<file path="src/rtl/countdown_sequencer_pkg.sv">
// Shared types and constants for the countdown sequencer slice.
// Optional feature macro: COUNTDOWN_AUTO_RELOAD_EN (DONE reloads and re-enters RUN).
package countdown_sequencer_pkg;

  // Sequencer states; DONE lasts exactly one cycle.
  typedef enum logic [1:0] {
    IDLE = 2'd0,
    RUN  = 2'd1,
    HOLD = 2'd2,
    DONE = 2'd3
  } state_t;

  // Default counter width in bits.
  localparam int WIDTH_DEFAULT = 5;

  // Start value used when a start is accepted with load_val == 0.
  localparam int DEFAULT_LOAD_VALUE = 9;

endpackage

</file>
<file path="src/rtl/countdown_sequencer_if.sv">
// Control/status bundle of the countdown sequencer.
// master drives the controls, slave (the sequencer) drives the status.
interface countdown_sequencer_if
  import countdown_sequencer_pkg::*;
#(
  parameter int WIDTH = WIDTH_DEFAULT
);

  logic             start;
  logic             pause;
  logic             abort;
  logic [WIDTH-1:0] load_val;
  logic [WIDTH-1:0] count;
  logic             busy;
  logic             done;

  modport master (
    output start, pause, abort, load_val,
    input  count, busy, done
  );

  modport slave (
    input  start, pause, abort, load_val,
    output count, busy, done
  );

endinterface

</file>
<file path="src/rtl/countdown_sequencer_down_counter_core.sv">
// Counter datapath: synchronous load, saturating decrement (never wraps below 0).
// State changes on the falling edge of clk; clr_n clears asynchronously.
module down_counter_core #(
  parameter int WIDTH = 5
) (
  input  logic             clk,
  input  logic             clr_n,
  input  logic             i_load,
  input  logic             i_en,
  input  logic [WIDTH-1:0] i_load_val,
  output logic [WIDTH-1:0] o_count
);

  logic [WIDTH-1:0] r_count;

  // Load has priority over decrement; a zero count stays at zero.
  always_ff @(negedge clk or negedge clr_n) begin
    if (!clr_n) begin
      r_count <= '0;
    end else if (i_load) begin
      r_count <= i_load_val;
    end else if (i_en && (r_count != '0)) begin
      r_count <= r_count - WIDTH'(1);
    end
  end

  assign o_count = r_count;

endmodule

</file>
<file path="src/rtl/countdown_sequencer.sv">
// Countdown sequencer: IDLE/RUN/HOLD/DONE FSM plus reload register,
// driving a down_counter_core. All state changes on the falling clk edge.
// Optional feature macro: COUNTDOWN_AUTO_RELOAD_EN -- when defined, DONE
// reloads the count from the reload register and returns to RUN.
module countdown_sequencer
  import countdown_sequencer_pkg::*;
#(
  parameter int WIDTH        = WIDTH_DEFAULT,
  parameter int DEFAULT_LOAD = DEFAULT_LOAD_VALUE
) (
  input  logic                 clk,
  input  logic                 clr_n,
  countdown_sequencer_if.slave bus
);

  state_t           r_state;
  logic             r_busy;
  logic             r_done;
  logic [WIDTH-1:0] r_reload;

  logic             w_load;
  logic             w_en;
  logic [WIDTH-1:0] w_load_val;
  logic [WIDTH-1:0] w_count;
  logic [WIDTH-1:0] w_start_val;

  // A zero load value selects the built-in default start value.
  assign w_start_val = (bus.load_val == '0) ? WIDTH'(DEFAULT_LOAD) : bus.load_val;

  // Counter control: abort zeroes the count, accepted start loads it,
  // RUN without pause decrements, DONE optionally reloads.
  always_comb begin
    w_load     = 1'b0;
    w_en       = 1'b0;
    w_load_val = '0;
    if (bus.abort) begin
      w_load     = 1'b1;
      w_load_val = '0;
    end else begin
      case (r_state)
        IDLE: begin
          if (!bus.pause && bus.start) begin
            w_load     = 1'b1;
            w_load_val = w_start_val;
          end
        end
        RUN: begin
          w_en = !bus.pause;
        end
        DONE: begin
`ifdef COUNTDOWN_AUTO_RELOAD_EN
          w_load     = 1'b1;
          w_load_val = r_reload;
`endif
        end
        default: begin
        end
      endcase
    end
  end

  down_counter_core #(
    .WIDTH (WIDTH)
  ) u_core (
    .clk        (clk),
    .clr_n      (clr_n),
    .i_load     (w_load),
    .i_en       (w_en),
    .i_load_val (w_load_val),
    .o_count    (w_count)
  );

  // FSM with registered busy/done and the reload register; abort > pause > start.
  always_ff @(negedge clk or negedge clr_n) begin
    if (!clr_n) begin
      r_state  <= IDLE;
      r_busy   <= 1'b0;
      r_done   <= 1'b0;
      r_reload <= '0;
    end else if (bus.abort) begin
      r_state <= IDLE;
      r_busy  <= 1'b0;
      r_done  <= 1'b0;
    end else begin
      case (r_state)
        IDLE: begin
          r_done <= 1'b0;
          if (!bus.pause && bus.start) begin
            r_reload <= w_start_val;
            r_state  <= RUN;
            r_busy   <= 1'b1;
          end
        end
        RUN: begin
          if (bus.pause) begin
            r_state <= HOLD;
          end else if (w_count <= WIDTH'(1)) begin
            // Count reaches 0 on this same edge.
            r_state <= DONE;
            r_done  <= 1'b1;
          end
        end
        HOLD: begin
          // Leaving HOLD costs one edge with no decrement.
          if (!bus.pause) begin
            r_state <= RUN;
          end
        end
        DONE: begin
          // pause is ignored here: DONE always lasts one cycle.
          r_done <= 1'b0;
`ifdef COUNTDOWN_AUTO_RELOAD_EN
          r_state <= RUN;
          r_busy  <= 1'b1;
`else
          r_state <= IDLE;
          r_busy  <= 1'b0;
`endif
        end
        default: begin
          r_state <= IDLE;
          r_busy  <= 1'b0;
          r_done  <= 1'b0;
        end
      endcase
    end
  end

`ifndef COUNTDOWN_AUTO_RELOAD_EN
  // The reload value is only consumed by the auto-reload build.
  logic w_unused_reload;
  assign w_unused_reload = ^r_reload;
`endif

  assign bus.count = w_count;
  assign bus.busy  = r_busy;
  assign bus.done  = r_done;

endmodule
</file>
<file path="src/flat_wrapper.sv">
// flat-port wrapper written by rule: the top's interface ports become plain ports
module countdown_sequencer_flat import countdown_sequencer_pkg::*;
#(
  parameter int WIDTH        = WIDTH_DEFAULT,
  parameter int DEFAULT_LOAD = DEFAULT_LOAD_VALUE
)
  (clk, clr_n, bus_start, bus_pause, bus_abort, bus_load_val, bus_count, bus_busy, bus_done);
  countdown_sequencer_if #(.WIDTH(WIDTH)) bus_i ();
  input  logic clk;
  input  logic clr_n;
  input wire logic [$bits(bus_i.start)-1:0] bus_start;
  input wire logic [$bits(bus_i.pause)-1:0] bus_pause;
  input wire logic [$bits(bus_i.abort)-1:0] bus_abort;
  input wire logic [$bits(bus_i.load_val)-1:0] bus_load_val;
  output wire logic [$bits(bus_i.count)-1:0] bus_count;
  output wire logic [$bits(bus_i.busy)-1:0] bus_busy;
  output wire logic [$bits(bus_i.done)-1:0] bus_done;
  assign bus_i.start = bus_start;
  assign bus_i.pause = bus_pause;
  assign bus_i.abort = bus_abort;
  assign bus_i.load_val = bus_load_val;
  assign bus_count = bus_i.count;
  assign bus_busy = bus_i.busy;
  assign bus_done = bus_i.done;
  countdown_sequencer #(.WIDTH(WIDTH), .DEFAULT_LOAD(DEFAULT_LOAD)) u_core (.clk(clk), .clr_n(clr_n), .bus(bus_i));
endmodule
</file>
<file path="config.mk">
export PLATFORM = sky130hd
export DESIGN_NAME = countdown_sequencer_flat
export DESIGN_NICKNAME = d
export VERILOG_FILES = /design/src/rtl/countdown_sequencer_pkg.sv /design/src/rtl/countdown_sequencer_if.sv /design/src/rtl/countdown_sequencer_down_counter_core.sv /design/src/rtl/countdown_sequencer.sv /design/src/flat_wrapper.sv
export SDC_FILE = /design/constraint.sdc
export NUM_CORES = 1
export LEC_CHECK = 0
export ABC_CLOCK_PERIOD_IN_PS = 2650
export BUFFER_PORTS_ARGS = -buffer_cell sky130_fd_sc_hd__buf_2
export CAP_MARGIN = 20
export CORE_AREA = 2 2 39 41
export DETAILED_ROUTE_END_ITERATION = 10
export DIE_AREA = 0 0 41 43
export PLACE_DENSITY = 0.76
export SKIP_LAST_GASP = 1
export SLEW_MARGIN = 5
export SYNTH_ARGS = -nofsm -noshare
export SYNTH_HDL_FRONTEND = slang
export SYNTH_SLANG_ARGS = --single-unit
</file>
<file path="constraint.sdc">
create_clock -name clk -period 2.65 [get_ports clk]
set_input_delay 0.1325 -clock clk [delete_from_list [all_inputs] [get_ports clk]]
set_output_delay 0.1325 -clock clk [all_outputs]
set_load 0.05 [all_outputs]
</file>
# After elaboration in Yosys (flattened, before gate mapping)
# Index checks and enable logic that the tools add are counted.
# totals
ff_bits	9
in_bits	10
output_inout_bits	7
elab_cells	51
# op_classes
add_sub_neg	1
n_lt_le_gt_ge	1
n_eq_ne	8
mux	24
reduce_logical	13
# op_table
op	count
$mux 5	6
$mux 1	10
$mux 2	5
$pmux 2 s4	1
$ne 3x2->1 const B	2
$ne 3x3->1 const B	2
$reduce_and 3->1	2
$reduce_bool 3->1	2
$le 5x1->1 const B	1
$logic_not 5->1	1
$reduce_bool 5->1	1
$sub 5x1->5 const B	1
$eq 2x2->1 const B	2
$ne 4x3->1 const B	1
$pmux 1 s2	2
$eq 2x1->1 const B	1
$logic_and 1x1->1	2
$logic_not 2->1	1
$reduce_and 2->1	1
$reduce_bool 2->1	1
$reduce_or 2->1	1
$logic_not 1->1	1

# Longest topological paths before layout
# depth
ltp_word	6
depth_mapped	6
mapped_depth_nobuf	6

# Hierarchy
# From an unflattened synthesis, not the netlist that was laid out.
# unflattened
cells_unflattened	76
area_unflattened_um2	666.9
# by_module_without_submodules
mod	n_inst	cells_each	area_each_um2	seq_area_each_um2
countdown_sequencer	1	44	366.6	100.1
down_counter_core	1	32	300.3	125.1

==> reports/results.txt <==
Max-Cap Viols -> 0
crit path DAT -> 2.46 ns
Hold Path Class -> reg2reg
clk sink count -> 9
PortBufs -> 16
total track usage -> 20.91%
slowest CP cell -> dfrtn_1
Mapped Cells -> 73
GR peak layer -> met2
Cell Area, Synth -> 678.2 um2
worst reg-to-reg path cell count -> 6
Buf+Inv Stages, Crit Path -> 1
DP HPWL -> 1182 um
# setup viols final -> 0
CP cell instances -> buf_2
final core utilization -> 59.95%
Setup Skew -> 0.0003797 ns
Synth area leader -> dfrtn_1
Die X -> 41 um
RR Startpoint -> u_core.u_core.o_count[0]
clock insertion delay at the later pin of the skew report -> 0.27 ns
postcts setup bufs -> 0
Worst setup SP type -> flop
Post-synth ARST share -> 100.0%
Power Dens Cells -> 770.7 nW/um2
YS warnings -> 0
# DRC -> 0
average size of a mapped cell -> 9.290 um2
R2R Path End -> u_core.u_core.o_count[1]
CP delay by family, top -> flip-flops
Max Fanout on Critical Path -> 6
Die ar. -> 1763 um2
Initial Util -> 49.01%
library cells used by synthesis -> 29
RD Place Congestion -> 0.9500
first-pass GRT wire length -> 2484 um
vias in the first global route -> 604
status -> completed
CP required -> 2.52 ns
post-cts sizing count -> 0
largest cells by area after synthesis -> dfrtn_1 33%, ha_1 11%, a211oi_1 4.4%, nor2_1 3.9%, nor3_1 3.7%
drt pass-1 iters -> 4
Primary FF master, synth -> dfrtn_1
Placed Cells -> 108
Max-slew headroom -> 78.94%
Fin. Hold Viols -> 0
final wirelength -> 1512 um
Antenna Cells -> 0
die height -> 43 um
DR WL/cell -> 13.50 um
Nets -> 113
met3 GRT Util -> 7.853%
LEAKAGE -> 0.0003811 uW
top cells by count, synth -> 9 x dfrtn_1, 7 x nor2_1, 6 x ha_1
top-area cell type share of the netlist area -> 33.21%
Critical Path End Type -> primary output
Layout area overhead -> 22.32%
largest net degree at the start of global routing -> 10
Setup CP Type -> reg2out
slew at the pin closest to its max-slew limit -> 0.3141 ns
Std-Cell Core Area -> 1384 um2
GR Layer Usage met1 -> 27.00%
most common cell in the netlist -> dfrtn_1
worst hold margin -> 0.4712 ns
Finished Layout Cells -> 112
hold path cells -> 2
sequential fraction of the synthesis area -> 33.21%
FF-to-FF setup slack -> 0.83 ns
total chip power -> 639.3 uW
post-DR vias/cell -> 5.938
CTS tree -> done
Synth Net Count -> 89
Post-synth EDFFs -> 0
clk slew on worst S/H paths -> 0.05 ns
Fillers -> 108
CTS Root Buffer Type -> clkbuf_4
Hold Path Sink -> u_core.bus.busy
initial antenna violation count -> 0
RSZ-0062 raised after global routing -> no
Max stage delay on crit path -> 0.55 ns
setup_tns -> 0 ns
maximum root-to-sink buffer count -> 2
cts-stage hold buffer count -> 0
grt met2 use -> 31.25%
min-delay src -> u_core.bus.busy
# IOs -> 17
total CTS buffers -> 3
maximum VDD drop -> 0.4127 mV
H-tree level count -> 1
DRC violation total after the first TritonRoute iteration -> 22
share of cells above drive strength 1 -> 30.21%
DRT antenna net count -> 0
Synth Register Bits -> 9
grt total ovfl -> 0
DR vias -> 665
Final Max Slew Viols -> 0
std cell rows -> 14
==> logic make-up (layout without fill, tap and decap cells) <==
| kind of cell | count (synthesis) | in the layout | share of synthesized area, % |
|---|---|---|---|
| flip-flops | 9 | 9 | 33.21 |
| adder cells (fa/ha/maj) | 6 | 6 | 11.07 |
| AND/OR/NAND/NOR | 30 | 30 | 30.07 |
| XOR/XNOR | 2 | 2 | 2.583 |
| AO/OA/AOI/OAI | 20 | 20 | 19.56 |
| buffers and inverters | 6 | 29 | 3.505 |
==> worst max path at each step <==
stage	from	to	slack, ns	cells after the start
after floorplan	bus_pause	u_core.u_core.o_count[1]	0.20	4
after global placement	bus_pause	u_core.u_core.o_count[1]	0.05	5
after detailed placement	bus_pause	u_core.u_core.o_count[1]	0.03	5
after CTS	u_core.u_core.o_count[2]	bus_count[2]	0.06	1
after global routing	u_core.u_core.o_count[2]	bus_count[2]	0.03	1
final	u_core.u_core.o_count[2]	bus_count[2]	0.05	1
==> registers in the layout (all words and copies together), names as in the netlist <==
| register | count |
|---|---|
| u_core.r_state | 2 |
| u_core.bus.done | 1 |
| u_core.bus.busy | 1 |
| u_core.u_core.o_count | 5 |
==> cell usage in the layout, fill, tap and decap left out, drive strengths merged, types with 5 or more instances in the layout <==
cell type / n
buf: 20
dfrtn: 9
inv: 5
nor2: 7
nor3: 6
ha: 6
==> worst reg2reg max path: stages, from the launching register on <==
cell and delay [ns]:
dfrtn_1 0.52, inv_1 0.07, ha_1 0.23, nor4b_4 0.15, or4b_1 0.51, o211ai_1 0.10, a21oi_1 0.08
==> layout make-up <==
class | count | area, um2 | area share (%)
Sequential cell | 9 | 225.2 | 27.15
Multi-Input combinational cell | 58 | 429.2 | 51.73
Timing Repair Buffer | 20 | 110.1 | 13.27
Tap cell | 16 | 20.02 | 2.413
Clock buffer | 4 | 26.28 | 3.167
Inverter | 5 | 18.77 | 2.262
==> per-layer routing <==
metal	share of wire [%]	vias to the layer above
li1	-	319
met1	43	318
met2	48	26
met3	8.0	2
met4	0.93	0
met5	0	-
==> power breakdown <==
part	switching, uW	leakage, uW	internal, uW	total [uW]
clock network	52.7	0.0000150	58.2	111
logic	201	0.000245	126	327
registers	36.0	0.000121	165	201
==> metrics by stage <==
step | area (um2) | setup slack, ns
2_1_floorplan | 678.2 | 0.2029
3_3_place_gp | 803.3 | 0.04814
3_5_place_dp | 803.3 | 0.02695
4_1_cts | 829.5 | 0.05833
5_1_grt | 829.5 | 0.03155
6_report | 829.5 | 0.05466
No activity file was read; power rests on OpenSTA's default activity.
